--- src/rtl/conv_block_sequencer.sv ---
// Multi-bank load/process/readback address and control sequencer for the convolver array.
// Optional CONV_SEQ_AUTOREAD_EN: drain all readback blocks back-to-back without returning to IDLE.
module conv_block_sequencer #(
    parameter int NB_ADDRESS = 10,
    parameter int NB_IMAGE   = 10,
    parameter int N_CONV     = 4,
    parameter int NB_BANK    = 2,
    parameter int LATENCIA   = 5
) (
    input  logic                  i_CLK,
    input  logic                  i_reset,
    input  logic [NB_IMAGE-1:0]   i_imgLength,
    input  logic                  i_load,
    input  logic                  i_SoP,
    input  logic                  i_valid,
    output logic [NB_ADDRESS-1:0] o_readAdd,
    output logic [NB_ADDRESS-1:0] o_writeAdd,
    output logic [NB_BANK-1:0]    o_bank,
    output logic [N_CONV-1:0]     o_bankWe,
    output logic                  o_resWe,
    output logic                  o_convVld,
    output logic                  o_sopross,
    output logic                  o_changeBlock,
    output logic                  o_EoP,
    output logic                  o_cmdErr,
    output logic [2:0]            o_state
);
    localparam int NB_PEND = $clog2(N_CONV + 1);
    localparam int NB_LAT  = $clog2(LATENCIA + 1);
    localparam logic [NB_ADDRESS-1:0] ONE_A  = 1;
    localparam logic [NB_ADDRESS-1:0] TWO_A  = 2;
    localparam logic [NB_BANK-1:0]    ONE_B  = 1;
    localparam logic [NB_BANK-1:0]    LAST_B = NB_BANK'(N_CONV - 1);
    localparam logic [NB_PEND-1:0]    ONE_P  = 1;
    localparam logic [NB_PEND-1:0]    FULL_P = NB_PEND'(N_CONV);
    localparam logic [NB_LAT-1:0]     ONE_L  = 1;
    localparam logic [NB_LAT-1:0]     LAT_L  = NB_LAT'(LATENCIA);
    localparam logic [N_CONV-1:0]     WE_ONE = 1;

    typedef enum logic [2:0] {
        S_IDLE = 3'b000,
        S_LOAD = 3'b001,
        S_PROC = 3'b010,
        S_DONE = 3'b011,
        S_READ = 3'b100
    } state_t;

    state_t                state_q, state_d;
    logic [NB_ADDRESS-1:0] cnt_q, cnt_d, wcnt_q, wcnt_d, len_q, len_d;
    logic [NB_BANK-1:0]    bank_q, bank_d;
    logic [NB_PEND-1:0]    pend_q, pend_d;
    logic [NB_LAT-1:0]     lat_q, lat_d;
    logic                  rd_done_q, rd_done_d;
    logic                  valid_q;
    logic                  vedge, cmd;
    logic [NB_ADDRESS-1:0] len_in, len_m1;

    assign vedge  = i_valid & ~valid_q;
    assign cmd    = i_load | i_SoP;
    assign len_in = NB_ADDRESS'(i_imgLength);
    assign len_m1 = len_q - ONE_A;

    always_comb begin
        state_d       = state_q;
        cnt_d         = cnt_q;
        wcnt_d        = wcnt_q;
        len_d         = len_q;
        bank_d        = bank_q;
        pend_d        = pend_q;
        lat_d         = lat_q;
        rd_done_d     = rd_done_q;
        o_readAdd     = '0;
        o_writeAdd    = cnt_q;
        o_bank        = bank_q;
        o_bankWe      = '0;
        o_resWe       = 1'b0;
        o_convVld     = 1'b0;
        o_changeBlock = 1'b0;
        o_cmdErr      = 1'b0;
        o_sopross     = (state_q == S_PROC);
        o_EoP         = (pend_q != '0);
        o_state       = state_q;
        case (state_q)
            S_IDLE: begin
                cnt_d     = '0;
                wcnt_d    = '0;
                lat_d     = '0;
                rd_done_d = 1'b0;
                // The length checked is the one that would be latched by this command.
                if ((i_load && i_SoP) || (cmd && len_in < TWO_A) || (cmd && pend_q != '0)) begin
                    o_cmdErr = 1'b1;
                end else if (!cmd && pend_q != '0) begin
                    state_d = S_READ;
                    len_d   = len_in;
                end else if (i_load) begin
                    state_d = S_LOAD;
                    bank_d  = '0;
                    len_d   = len_in;
                end else if (i_SoP) begin
                    state_d = S_PROC;
                    len_d   = len_in;
                end
            end
            S_LOAD: begin
                if (vedge) begin
                    o_bankWe = WE_ONE << bank_q;
                    if (cnt_q == len_m1) begin
                        cnt_d = '0;
                        if (bank_q == LAST_B) begin
                            o_changeBlock = 1'b1;
                            bank_d        = '0;
                            state_d       = S_IDLE;
                        end else begin
                            bank_d = bank_q + ONE_B;
                        end
                    end else begin
                        cnt_d = cnt_q + ONE_A;
                    end
                end
            end
            S_PROC: begin
                o_readAdd  = cnt_q;
                o_writeAdd = wcnt_q;
                o_convVld  = ~rd_done_q;
                if (cnt_q == len_m1) rd_done_d = 1'b1;
                else                 cnt_d = cnt_q + ONE_A;
                // Results start emerging once the pipeline latency has elapsed.
                if (lat_q != LAT_L) begin
                    lat_d = lat_q + ONE_L;
                end else begin
                    o_resWe = 1'b1;
                    if (wcnt_q == len_m1) begin
                        o_changeBlock = 1'b1;
                        pend_d        = FULL_P;
                        cnt_d         = '0;
                        wcnt_d        = '0;
                        state_d       = S_DONE;
                    end else begin
                        wcnt_d = wcnt_q + ONE_A;
                    end
                end
            end
            S_DONE: begin
                if (!i_SoP) begin
`ifdef CONV_SEQ_AUTOREAD_EN
                    state_d = S_READ;
`else
                    state_d = S_IDLE;
`endif
                end
            end
            S_READ: begin
                o_readAdd = cnt_q;
                if (vedge) begin
                    if (cnt_q == len_m1) begin
                        cnt_d         = '0;
                        pend_d        = pend_q - ONE_P;
                        o_changeBlock = 1'b1;
                        if (pend_q == ONE_P) begin
                            bank_d  = '0;
                            state_d = S_IDLE;
                        end else begin
                            bank_d = bank_q + ONE_B;
`ifdef CONV_SEQ_AUTOREAD_EN
                            state_d = S_READ;
`else
                            state_d = S_IDLE;
`endif
                        end
                    end else begin
                        cnt_d = cnt_q + ONE_A;
                    end
                end
            end
            default: state_d = S_IDLE;
        endcase
    end

    always_ff @(posedge i_CLK) begin
        if (i_reset) begin
            state_q   <= S_IDLE;
            cnt_q     <= '0;
            wcnt_q    <= '0;
            len_q     <= '0;
            bank_q    <= '0;
            pend_q    <= '0;
            lat_q     <= '0;
            rd_done_q <= 1'b0;
            valid_q   <= 1'b0;
        end else begin
            state_q   <= state_d;
            cnt_q     <= cnt_d;
            wcnt_q    <= wcnt_d;
            len_q     <= len_d;
            bank_q    <= bank_d;
            pend_q    <= pend_d;
            lat_q     <= lat_d;
            rd_done_q <= rd_done_d;
            valid_q   <= i_valid;
        end
    end
endmodule
--- config.mk ---
export PLATFORM = sky130hd
export DESIGN_NAME = conv_block_sequencer
export DESIGN_NICKNAME = d
export VERILOG_FILES = /design/src/rtl/conv_block_sequencer.sv
export SDC_FILE = /design/constraint.sdc
export NUM_CORES = 1
export LEC_CHECK = 0
export ABC_CLOCK_PERIOD_IN_PS = 3400
export BUFFER_PORTS_ARGS = -buffer_cell sky130_fd_sc_hd__buf_2
export CAP_MARGIN = 25
export CORE_MARGIN = 2
export CORE_UTILIZATION = 52
export CTS_CLUSTER_SIZE = 10
export DETAILED_ROUTE_END_ITERATION = 10
export PLACE_DENSITY = 0.77
export SLEW_MARGIN = 20
export SYNTH_ARGS = -nofsm -noshare
export SYNTH_HDL_FRONTEND = slang
export SYNTH_SLANG_ARGS = --single-unit
--- constraint.sdc ---
create_clock -name i_CLK -period 3.4 [get_ports i_CLK]
set_input_delay 0.17 -clock i_CLK [delete_from_list [all_inputs] [get_ports i_CLK]]
set_output_delay 0.17 -clock i_CLK [all_outputs]
set_load 0.005 [all_outputs]
Word level (Yosys, flattened, before mapping):

Cells that the tools add are included.

* add/sub/neg operators: 6
* equal/unequal tests: 24
* magnitude comparators: 1
* mux-type cells: 61
* div/mod/pow operators: 0
* bitwise logic cells: 5
* shifts and indexed selects: 1
* $mul: 0
* reductions and logical operators: 24

Operator list (number)
* $mux 10: 12
* $mux 3: 17
* $pmux 10 s3: 1
* $add 10x1->10 const B: 2
* $eq 10x10->1: 2
* $ne 2x2->1 const B: 10
* $pmux 10 s2: 1
* $mux 2: 9
* $pmux 3 s5: 1
* $mux 1: 13
* $pmux 3 s2: 2
* $reduce_bool 3->1: 4
* $lt 10x2->1 const B: 1
* $reduce_and 10->1: 1
* $sub 10x1->10 const B: 1
* $mux 4: 2
* $ne 2x1->1 const B: 4
* $reduce_and 2->1: 4
* $reduce_and 8->1: 1
* $eq 3x1->1 const B: 2
* $eq 3x2->1 const B: 2
* $pmux 2 s3: 1
* $reduce_and 5->1: 1
* $logic_and 1x1->1: 4
* 19 further kinds: 24

* word-level logic and storage cells: 131
* memory bits (read-only): 0
* latch bits: 0
* memory bits (writable): 0
* bits of input ports: 15
* flip-flop bits (word level): 43
* memories kept: 0

Depth between registers and ports, before layout:

Gate-level depths: netlist of run 1.

* word-level depth: 6
* depth in mapped cells: 15

Least setup slack after synthesis of run 1:

No wires, ideal clock.

* path type: register -> register
* start: register len_q[0]
* end: register cnt_q[0]
* path slack: 152 ps
* arrival: 3132 ps
* stages on the path, launching flop included: 15
* buffers on the path: 3
* library setup time: 117 ps
* required time: 3283 ps
* period minus slack after synthesis: 3248 ps
* path through: dfxtp_1 buf_2 inv_1 ha_1 buf_2 or4b_4 or3_1 and3_1 or4b_4 nor3_4 buf_6 inv_4 ha_1 o21ai_0 a22o_1

* word-level cells in the longest chain between the ends: 6

Ends and longest elaborated chain
* start, declared: line 49 `logic [NB_ADDRESS-1:0] cnt_q, cnt_d, wcnt_q, wcnt_d, len_q, len_d;`
* start signal, assigned: line 194 `len_q <= len_d;`
* $sub 10x1->10 (*): line 61 `assign len_m1 = len_q - ONE_A;`
* $eq 10x10->1: line 107, 125, 155
* $mux 10: line 125 `if (cnt_q == len_m1) rd_done_d = 1'b1;`
* $mux 10: line 132 `if (wcnt_q == len_m1) begin`
* $mux 10: line 128 `if (lat_q != LAT_L) begin`
* $pmux 10 s3 (*): line 83 `case (state_q)`
* end signal, assigned: line 192 `cnt_q <= cnt_d;`
* end, declared: line 49

Mark *: on every way between the ends. The rest lies on a longest branch, timed or not. The select of a mux whose other input is x is not followed.
A chain may end at the register's enable or synchronous reset.

Worst setup path after layout of run 1:

* start: register len_q[1]
* end: output port o_changeBlock

* word-level cells in the longest chain between the ends: 5

Ends and longest elaborated chain
* $sub 10x1->10 (*): line 61
* $eq 10x10->1, on equally long branches: line 107, 155, 132
* $mux 1, on equally long branches: line 155, 107, 132
* $mux 1, on equally long branches: line 154, 105, 128
* $pmux 1 s3 (*): line 83
* end, declared: line 23 `output logic o_changeBlock,`

Mark *: on every way between the ends. The rest lies on a longest branch, timed or not.

==> out/qor.txt, run 1 <==
1st-iter DRT viols - 214
Hold Crit Start - i_valid
Setup CP Type - flop to output port
Top Ports - 50
Syn Area/Cell - 7.660 µm²
Pleak - 1.549 nW
initial antenna violation count - 0
GRT overflow - 0
CP max FO - 8
max_slew headroom - 48.99%
largest family of logic cells by synthesized area - simple AND/OR/NAND/NOR gates
Clock Root Buffer - clkbuf_8
worst-margin pin slew - 765.1 ps
fmax - 313.1 MHz
Synth Instances - 425
CP max stage cell - or4b_4
DRC Markers - 0
critical path's top delay family - simple AND/OR/NAND/NOR gates
Worst-Skew Late Latency - 310 ps
VDD IR-drop max - 0.0004577 V
Cell variety after synth - 68
WHS Path Cells - 2
Synth Area in Compound Gates - 18.10%
Total Nets Final - 489
DRT Pass-1 Iters - 5
antenna cells - 0
WL/cell - 15.58 µm
CTS tree - built
Initial Util - 54.34%
Max Cap Viol - 0
Tightest Hold Check Type - input pin to flop
PortBufs - 49
area of the die - 0.006910 mm²
Synth-to-Final Area Change - 11.80%
R2R Setup Slk - 220 ps
global-route wire length before repair - 14,010 µm
ys flop type - dfxtp_1
TritonCTS Buffers - 5
buffer and inverter count on the worst path - 3
Syn. warnings - 0
Post-synth EDFFs - 0
row cnt - 28
Hold EP - valid_q
syn nets - 453
Final Hold Viols - 0
Synth Cell Area - 0.003256 mm²
post-synthesis register bit count - 43
Post-DP HPWL - 6365 µm
CP required - 3230 ps
pre-CTS setup slack - 228.9 ps
layout cells sized above 1 - 17.75%
Async SR Flop Fraction - 0%
critical path, cell by cell - inv_1 > ha_1 > or4b_4 > or3_1 > and3_1 > or4b_4 > nor3_4 > inv_4 > o21ai_2 > buf_2
most frequent cells in the layout - nor2_1 (52), buf_2 (49), nand2_1 (46)
leading cell type in the layout, fill and taps excluded - nor2_1
Via Count - 3,197
final setup violating endpoints - 0
worst setup margin - 205.8 ps
Die W - 83.13 µm
# clock sinks - 43
Synth Area in Simple Gates - 30.32%
pwr/cell area - 548.6 mW/mm²
fin crit share - 93.95%
Final GP Congestion - 0.9685
crit path capture type - output port
startpoint types - flop
mux share of post-synthesis cell area - 4.343%
vias in the first global route - 2,932
xor/xnor cell area share of the yosys netlist - 9.915%
WL final - 8366 µm
clock skew - 6.620 ps
min Tclk post-route - 3194 ps
CORE AREA - 0.005991 mm²
Clock Path Buffers - 2
setup TNS - 0 ps
vias per cell - 5.953
Worst Reg-to-Reg Cells - 11
Clk pin slew, worst setup/hold paths - 80 ps
Total GRT Usage - 24.34%
CP arrival - 3020 ps
run status - finished clean
register area share after synthesis - 26.44%
r2r startpoint - len_q[1]
Slew Limit Fails - 0
die span in y - 83.13 µm
cell mode on critical path - or4b_4
Post-Synth Adder-Cell Area - 4.996%
largest net degree at the start of global routing - 35
post-route ant nets - 0
CP max stage delay - 570 ps
reg2reg end - cnt_q[4]
H-tree levels - 2
RSZ-0062 raised after global routing - false
-- cell usage after synthesis, types with 4 or more instances --
cell	n	area, µm²
nand2_1	46	172.7
clkbuf_1	19	71.32
nor4_1	4	25.02
and2_1	5	31.28
o21a_1	4	30.03
xor2_1	12	105.1
dfxtp_1	43	860.8
ha_1	13	162.7
and3_1	6	37.54
mux2i_1	13	130.1
nand4_1	7	43.79
inv_1	15	56.30
buf_2	4	20.02
nor3_1	14	70.07
nand2b_1	6	37.54
o21ai_0	21	105.1
a31oi_1	4	25.02
nor2_1	52	195.2
nand3_1	18	90.09
a21oi_1	16	80.08
xnor2_1	17	148.9
nor2b_1	12	75.07
or3_1	4	25.02
a211oi_1	4	30.03
-- logic make-up (layout without fill, tap and decap cells) --
group           after synthesis  count (layout)
flops                        43              43
simple gates                191             191
xor+xnor                     32              32
fa+ha+maj                    13              13
buf+inv                      45              82
compound gates               87              87
mux                          14              14
-- where the power goes --
part	leakage [nW]	total, W	switching (W)	internal (W)
Combinational	1.15	0.000979	0.000586	0.000393
Clock	0.0515	0.000370	0.000184	0.000186
Sequential	0.349	0.000648	0.0000984	0.000549
-- sequential cells by signal, summed over array words and instances, names as in the netlist --
register / count
o_state: 3
len_q: 10
pend_q: 3
valid_q: 1
lat_q: 3
rd_done_q: 1
cnt_q: 10
o_bank: 2
wcnt_q: 10
-- worst reg2reg max path: stages (launching register included) --
cell       delay (ps)
dfxtp_2           360
inv_1              60
ha_1              150
buf_4             150
nor4b_2           360
nand2_1           120
or3_1             390
a311o_1           390
o21ai_2           410
a2111oi_2         220
and3b_1           230
a221o_1           250
-- per-stage QoR --
| stage | instance area, µm² | total power [W] | util, % | hold slack, ps | instances |
|---|---|---|---|---|---|
| 2_1_floorplan | 3256 | 0.001382 | - | 298.2 | 425 |
| 3_3_place_gp | 3527 | 0.001596 | 58.88 | 399.9 | 528 |
| 3_5_place_dp | 3527 | 0.001620 | 58.88 | 407.1 | 528 |
| 4_1_cts | 3627 | 0.001992 | 60.55 | 88.90 | 536 |
| 5_1_grt | 3640 | 0.002122 | 60.76 | 128.7 | 537 |
| 6_report | 3640 | 0.001997 | 60.76 | 90.43 | 537 |
-- how the worst max path moves through the flow --
stage / startpoint / end / depth (start not counted)
floorplan: len_q[0] / cnt_q[0] / 14
global placement: len_q[1] / cnt_q[0] / 11
detailed placement: len_q[1] / cnt_q[4] / 11
CTS: len_q[1] / o_changeBlock / 10
global route: len_q[1] / o_changeBlock / 10
finish: len_q[1] / o_changeBlock / 10
-- layer usage --
metal / part of all wire [%] / GRT usage [%]
met2: 45 / 37.32
met3: 7.4 / 4.672
met1: 44 / 32.92
met4: 3.0 / 11.48
met5: 0 / 0
-- timing repair --
action	in CTS	in global routing
gates resized for setup	0	3
buffers inserted	0	1
setup endpoints to repair	0	1
hold buffers	0	0
-- cell type report --
class	count	area, µm²
timing repair buffer	57	305.3
tap	75	93.84
sequential	43	862.1
fill	544	2351
multi-input combinational	337	2212
clock buffer	8	100.1
inverter	17	66.31
Power figures use the tool's default switching activity.
==> run 2: changes to the inputs <==
--- a/config.mk
+++ b/config.mk
@@ -5,6 +5,7 @@
 export SDC_FILE = /design/constraint.sdc
 export NUM_CORES = 1
 export LEC_CHECK = 0
+export ABC_AREA = 1
 export ABC_CLOCK_PERIOD_IN_PS = 3400
 export BUFFER_PORTS_ARGS = -buffer_cell sky130_fd_sc_hd__buf_2
 export CAP_MARGIN = 25
==> out/qor.txt, run 2 <==
post-route ant nets - 0
critical path, cell by cell - inv_2 > ha_1 > nand2_4 > nor2_4 > nand3_1 > nand3_2 > nand3_2 > nor2_4 > nand2_4 > o21ai_0 > buf_2
vias in the first global route - 3,231
worst setup margin - 754.5 ps
Max Cap Viol - 0
register area - 860.8 µm²
RSZ-0062 raised after global routing - false
synth top area cells - dfxtp_1 (26%), nand2_1 (17%), nand3_1 (8.2%), nor2_1 (7.7%), inv_1 (6.8%)
min Tclk post-route - 2645 ps
Synth-to-Final Area Change - 11.58%
Final Hold Viols - 0
WL final - 9073 µm
clock skew - 2.452 ps
number of fillers in the final layout - 609
area of the die - 0.007099 mm²
Clock Root Buffer - clkbuf_8
CP max stage delay - 350 ps
Yosys top cell by area - dfxtp_1
H-tree levels - 2
Synth Instances - 548
startpoint types - flop
syn nets - 576
Synth Cell Area - 0.003349 mm²
CP required - 3230 ps
register area share after synthesis - 25.70%
pre-CTS setup slack - 977.7 ps
die span in y - 84.26 µm
Setup CP Type - flop to output port
fmax - 378.0 MHz
most frequent cells in the layout - nand2_1 (150), nor2_1 (69), inv_1 (61)
layout cells sized above 1 - 17.00%
Pint - 0.001267 W
initial antenna violation count - 0
critical path's top delay family - simple AND/OR/NAND/NOR gates
CP arrival - 2480 ps
PortBufs - 49
Final GP Congestion - 0.9752
run status - finished clean
DRT Pass-1 Iters - 5
# clock sinks - 43
fin crit share - 77.81%
Pleak - 1.798 nW
global-route wire length before repair - 15,280 µm
Cell variety after synth - 33
CTS tree - built
power share of the clock group - 16.8%
CP max FO - 24
Die W - 84.26 µm
top cells by count, synth - nand2_1 (150), nor2_1 (69), inv_1 (61)
buffer and inverter count on the worst path - 2
Tightest Hold Check Type - input pin to flop
antenna cells - 0
Syn Area/Cell - 6.112 µm²
Initial Util - 53.36%
1st-iter DRT viols - 268
combinational power share - 56.3%
post-synthesis register bit count - 43
Post-DP HPWL - 7053 µm
Slew Limit Fails - 0
Total GRT Usage - 26.00%
row cnt - 29
pwr/cell area - 687.6 mW/mm²
leading cell type in the layout, fill and taps excluded - nand2_1
VDD IR-drop max - 0.0005083 V
final core utilization - 59.54%
Via Count - 3,631
DRC Markers - 0
vias per cell - 5.411
Switching Share - 50.68%
postcts setup bufs - 0
Syn. warnings - 0
Net Switching - 0.001302 W
cell with the most instances after synthesis - nand2_1
Async SR Flop Fraction - 0%
final setup violating endpoints - 0
Clock Path Buffers - 2
ys flop type - dfxtp_1
GRT overflow - 0
part of the power in registers - 26.9%
Clk pin slew, worst setup/hold paths - 90 ps
Gates resized, CTS repair - 0
CP max stage cell - dfxtp_1
max_slew headroom - 45.22%
largest net degree at the start of global routing - 29
Worst-Skew Late Latency - 300 ps
Post-synth EDFFs - 0
post-synth top area share - 25.70%
Total Nets Final - 621
worst-margin pin slew - 818.6 ps
TritonCTS Buffers - 5
CORE AREA - 0.006277 mm²
crit path capture type - output port
area of the multi-input gates - 0.002140 mm²
Top Ports - 50
CTS Hold Bufs - 0
Largest regs - cnt_q: 10 flops, len_q: 10 flops, wcnt_q: 10 flops
WL/cell - 13.52 µm
setup TNS - 0 ps
## run 2: worst paths after layout
| check | from | endpoint | slack [ps] | cells past startpoint |
|---|---|---|---|---|
| worst max-delay path | len_q[0] | o_changeBlock | 750 | 11 |
| worst max register to register | len_q[0] | cnt_q[0] | 900 | 15 |
| worst min-delay path | i_valid | valid_q | 100 | 3 |
| worst min register to register | cnt_q[4] | cnt_q[4] | 470 | 2 |
## run 2: power groups by stage
stage | logic (W) | registers (W) | clock network [W]
final | 0.00145 | 0.000692 | 0.000432
after global routing | 0.00163 | 0.000704 | 0.000455
after CTS | 0.00143 | 0.000691 | 0.000437
after detailed placement | 0.00142 | 0.000703 | 0
after global placement | 0.00140 | 0.000701 | 0
after floorplan | 0.00111 | 0.000675 | 0
## run 2: cell type report
class | instances | share of cell area, %
Multi-Input combinational cell | 421 | 57.25
Sequential cell | 43 | 23.03
Inverter | 72 | 7.231
Timing Repair Buffer | 50 | 6.763
Tap cell | 77 | 2.578
Clock buffer | 6 | 2.210
Clock inverter | 2 | 0.9374
## run 2: layer usage
metal	global-route usage (%)	wire length, µm	vias to the layer above
li1	-	-	1841
met1	34.52	4075	1603
met2	44.30	4166	169
met3	2.950	608	18
met4	7.918	223	0
met5	0	0	-
## run 2: logic make-up after synthesis
kind of cell | after synthesis | share of synthesized area (%)
and+or+nand+nor | 318 | 42.85
AOI/OAI and AO/OA | 77 | 12.78
xor gates and xnor gates | 13 | 3.399
DFF | 43 | 25.70
buffers and inverters | 84 | 10.42
adders and majority gates | 13 | 4.856
## run 2: metrics by stage
step           total power, W  instances  hold slack [ps]  cell area, µm²
5_1_grt              0.002792        671            112.6            3737
4_1_cts              0.002554        671            98.66            3737
2_1_floorplan        0.001787        548            306.5            3349
3_3_place_gp         0.002101        663            406.4            3620
6_report             0.002570        671            97.37            3737
3_5_place_dp         0.002119        663            412.6            3620
## run 2: worst min-delay path, delay by kind of cell
family | cells | cell delay [ps]
buf+inv | 2 | 130
simple gates | 1 | 70
==> run 3: changes to the inputs <==
--- a/config.mk
+++ b/config.mk
@@ -5,15 +5,15 @@
 export SDC_FILE = /design/constraint.sdc
 export NUM_CORES = 1
 export LEC_CHECK = 0
-export ABC_AREA = 1
-export ABC_CLOCK_PERIOD_IN_PS = 3400
+export ABC_AREA = 0
+export ABC_CLOCK_PERIOD_IN_PS = 2700
 export BUFFER_PORTS_ARGS = -buffer_cell sky130_fd_sc_hd__buf_2
 export CAP_MARGIN = 25
 export CORE_MARGIN = 2
-export CORE_UTILIZATION = 52
+export CORE_UTILIZATION = 55
 export CTS_CLUSTER_SIZE = 10
 export DETAILED_ROUTE_END_ITERATION = 10
-export PLACE_DENSITY = 0.77
+export PLACE_DENSITY = 0.78
 export SLEW_MARGIN = 20
 export SYNTH_ARGS = -nofsm -noshare
 export SYNTH_HDL_FRONTEND = slang
==> constraint.sdc (replaced) <==
create_clock -name i_CLK -period 2.7 [get_ports i_CLK]
set_input_delay 0.135 -clock i_CLK [delete_from_list [all_inputs] [get_ports i_CLK]]
set_output_delay 0.135 -clock i_CLK [all_outputs]
set_load 0.005 [all_outputs]
==> out/qor.txt, run 3 (synthesis gave the netlist of run 1 again) <==
CP required - 2570 ps
failing checks - setup timing
DRT Pass-1 Iters - 5
CP max FO - 2
DP Area - 0.003908 mm²
number of fillers in the final layout - 470
run status - complete, but fails checks
DRC Markers - 0
antenna cells - 0
Via Count - 3,404
pwr/cell area - 720.4 mW/mm²
Clk pin slew, worst setup/hold paths - 90 ps
Worst-Skew Late Latency - 310 ps
fin area - 0.004205 mm²
Synth-to-Final Area Change - 29.17%
leading cell type in the layout, fill and taps excluded - nor2_1
Initial Util - 55.98%
vias in the first global route - 3,089
fin crit share - 114.8%
Max Cap Viol - 0
TritonCTS Buffers - 5
most frequent cells in the layout - nor2_1 (52), buf_2 (49), buf_4 (49)
Final GP Congestion - 0.9333
# clock sinks - 43
Total GRT Usage - 30.17%
die span in y - 80.94 µm
WL final - 9593 µm
GRT overflow - 0
CTS tree - built
initial antenna violation count - 0
Clock Root Buffer - clkbuf_8
area of the multi-input gates - 0.002333 mm²
Die W - 80.94 µm
min Tclk post-route - 3100 ps
layout cells sized above 1 - 29.61%
Tightest Hold Check Type - input pin to flop
Post-DP HPWL - 6852 µm
CORE AREA - 0.005816 mm²
clock skew - 7.412 ps
vias per cell - 5.819
max_slew headroom - 47.08%
Largest regs - cnt_q: 10 flops, len_q: 10 flops, wcnt_q: 10 flops
global-route wire length before repair - 15,260 µm
1st-iter DRT viols - 215
startpoint types - flop
worst-margin pin slew - 793.9 ps
CP arrival - 2970 ps
VDD IR-drop max - 0.0004891 V
largest net degree at the start of global routing - 35
worst setup margin - -400.1 ps
register area - 863.3 µm²
Top Ports - 50
WL/cell - 16.40 µm
row cnt - 28
post-route ant nets - 0
H-tree levels - 2
setup TNS - -5354 ps
PortBufs - 49
crit path capture type - output port
Clock Path Buffers - 2
area of the die - 0.006550 mm²
Final Hold Viols - 0
Pleak - 1.836 nW
Slew Limit Fails - 0
Setup CP Type - flop to output port
Total Nets Final - 537
fmax - 322.6 MHz
final setup violating endpoints - 19
RSZ-0062 raised after global routing - true
run 3: area by class of cell:
type	count	area share, %
clock inverter	3	1.607
multi-input combinational	337	55.49
sequential	43	20.53
tap	75	2.231
clock buffer	5	1.636
timing repair buffer	105	16.87
inverter	17	1.636
run 3: path summary, 6_finish.rpt:
kind,from,to,slack [ps],cells past startpoint
max,len_q[0],o_changeBlock,-400,12
min reg2reg,pend_q[1],pend_q[1],480,2
min,i_imgLength[0],len_q[0],60,3
max reg2reg,len_q[0],cnt_q[4],-350,12
run 3: metal layers:
metal,track usage [%],wire (µm),vias to the layer above
li1,-,-,1648
met1,40.78,4107,1610
met2,48.68,4549,131
met3,4.444,755,15
met4,11.36,179,0
met5,0,0,-
run 3: report_power, final:
group	leakage, nW	internal, W	switching, W
registers	0.350	0.000692	0.0000945
clock network	0.0644	0.000369	0.000244
logic	1.42	0.000741	0.000889
run 3: critical path, stage by stage (launching register included):
cell and delay (ps):
dfxtp_2 330, inv_2 60, ha_4 120, or4b_4 450
or3_1 300, and3_1 140, or4b_4 550, nor3_4 220
buf_12 140, inv_6 30, buf_6 100, o21ai_2 90
buf_2 130
run 3: through the flow:
stage / hold WS, ps / power, W / setup WS (ps) / utilization (%) / std cells
global placement: 365.8 / 0.002275 / -265.3 / 67.19 / 570
finish: 59.67 / 0.003030 / -400.1 / 72.31 / 585
CTS: 59.15 / 0.002951 / -458.4 / 71.02 / 584
floorplan: 263.2 / 0.001788 / -524.0 / - / 425
global route: 70.34 / 0.003223 / -463.2 / 72.31 / 585
detailed placement: 379.5 / 0.002307 / -361.6 / 67.19 / 570
run 3: what timing repair did:
item | CTS | global route
pin swaps | 12 | 11
setup buffers | 6 | 1
hold buffers | 0 | 0
setup endpoints to repair | 19 | 28
resized for setup | 13 | 15
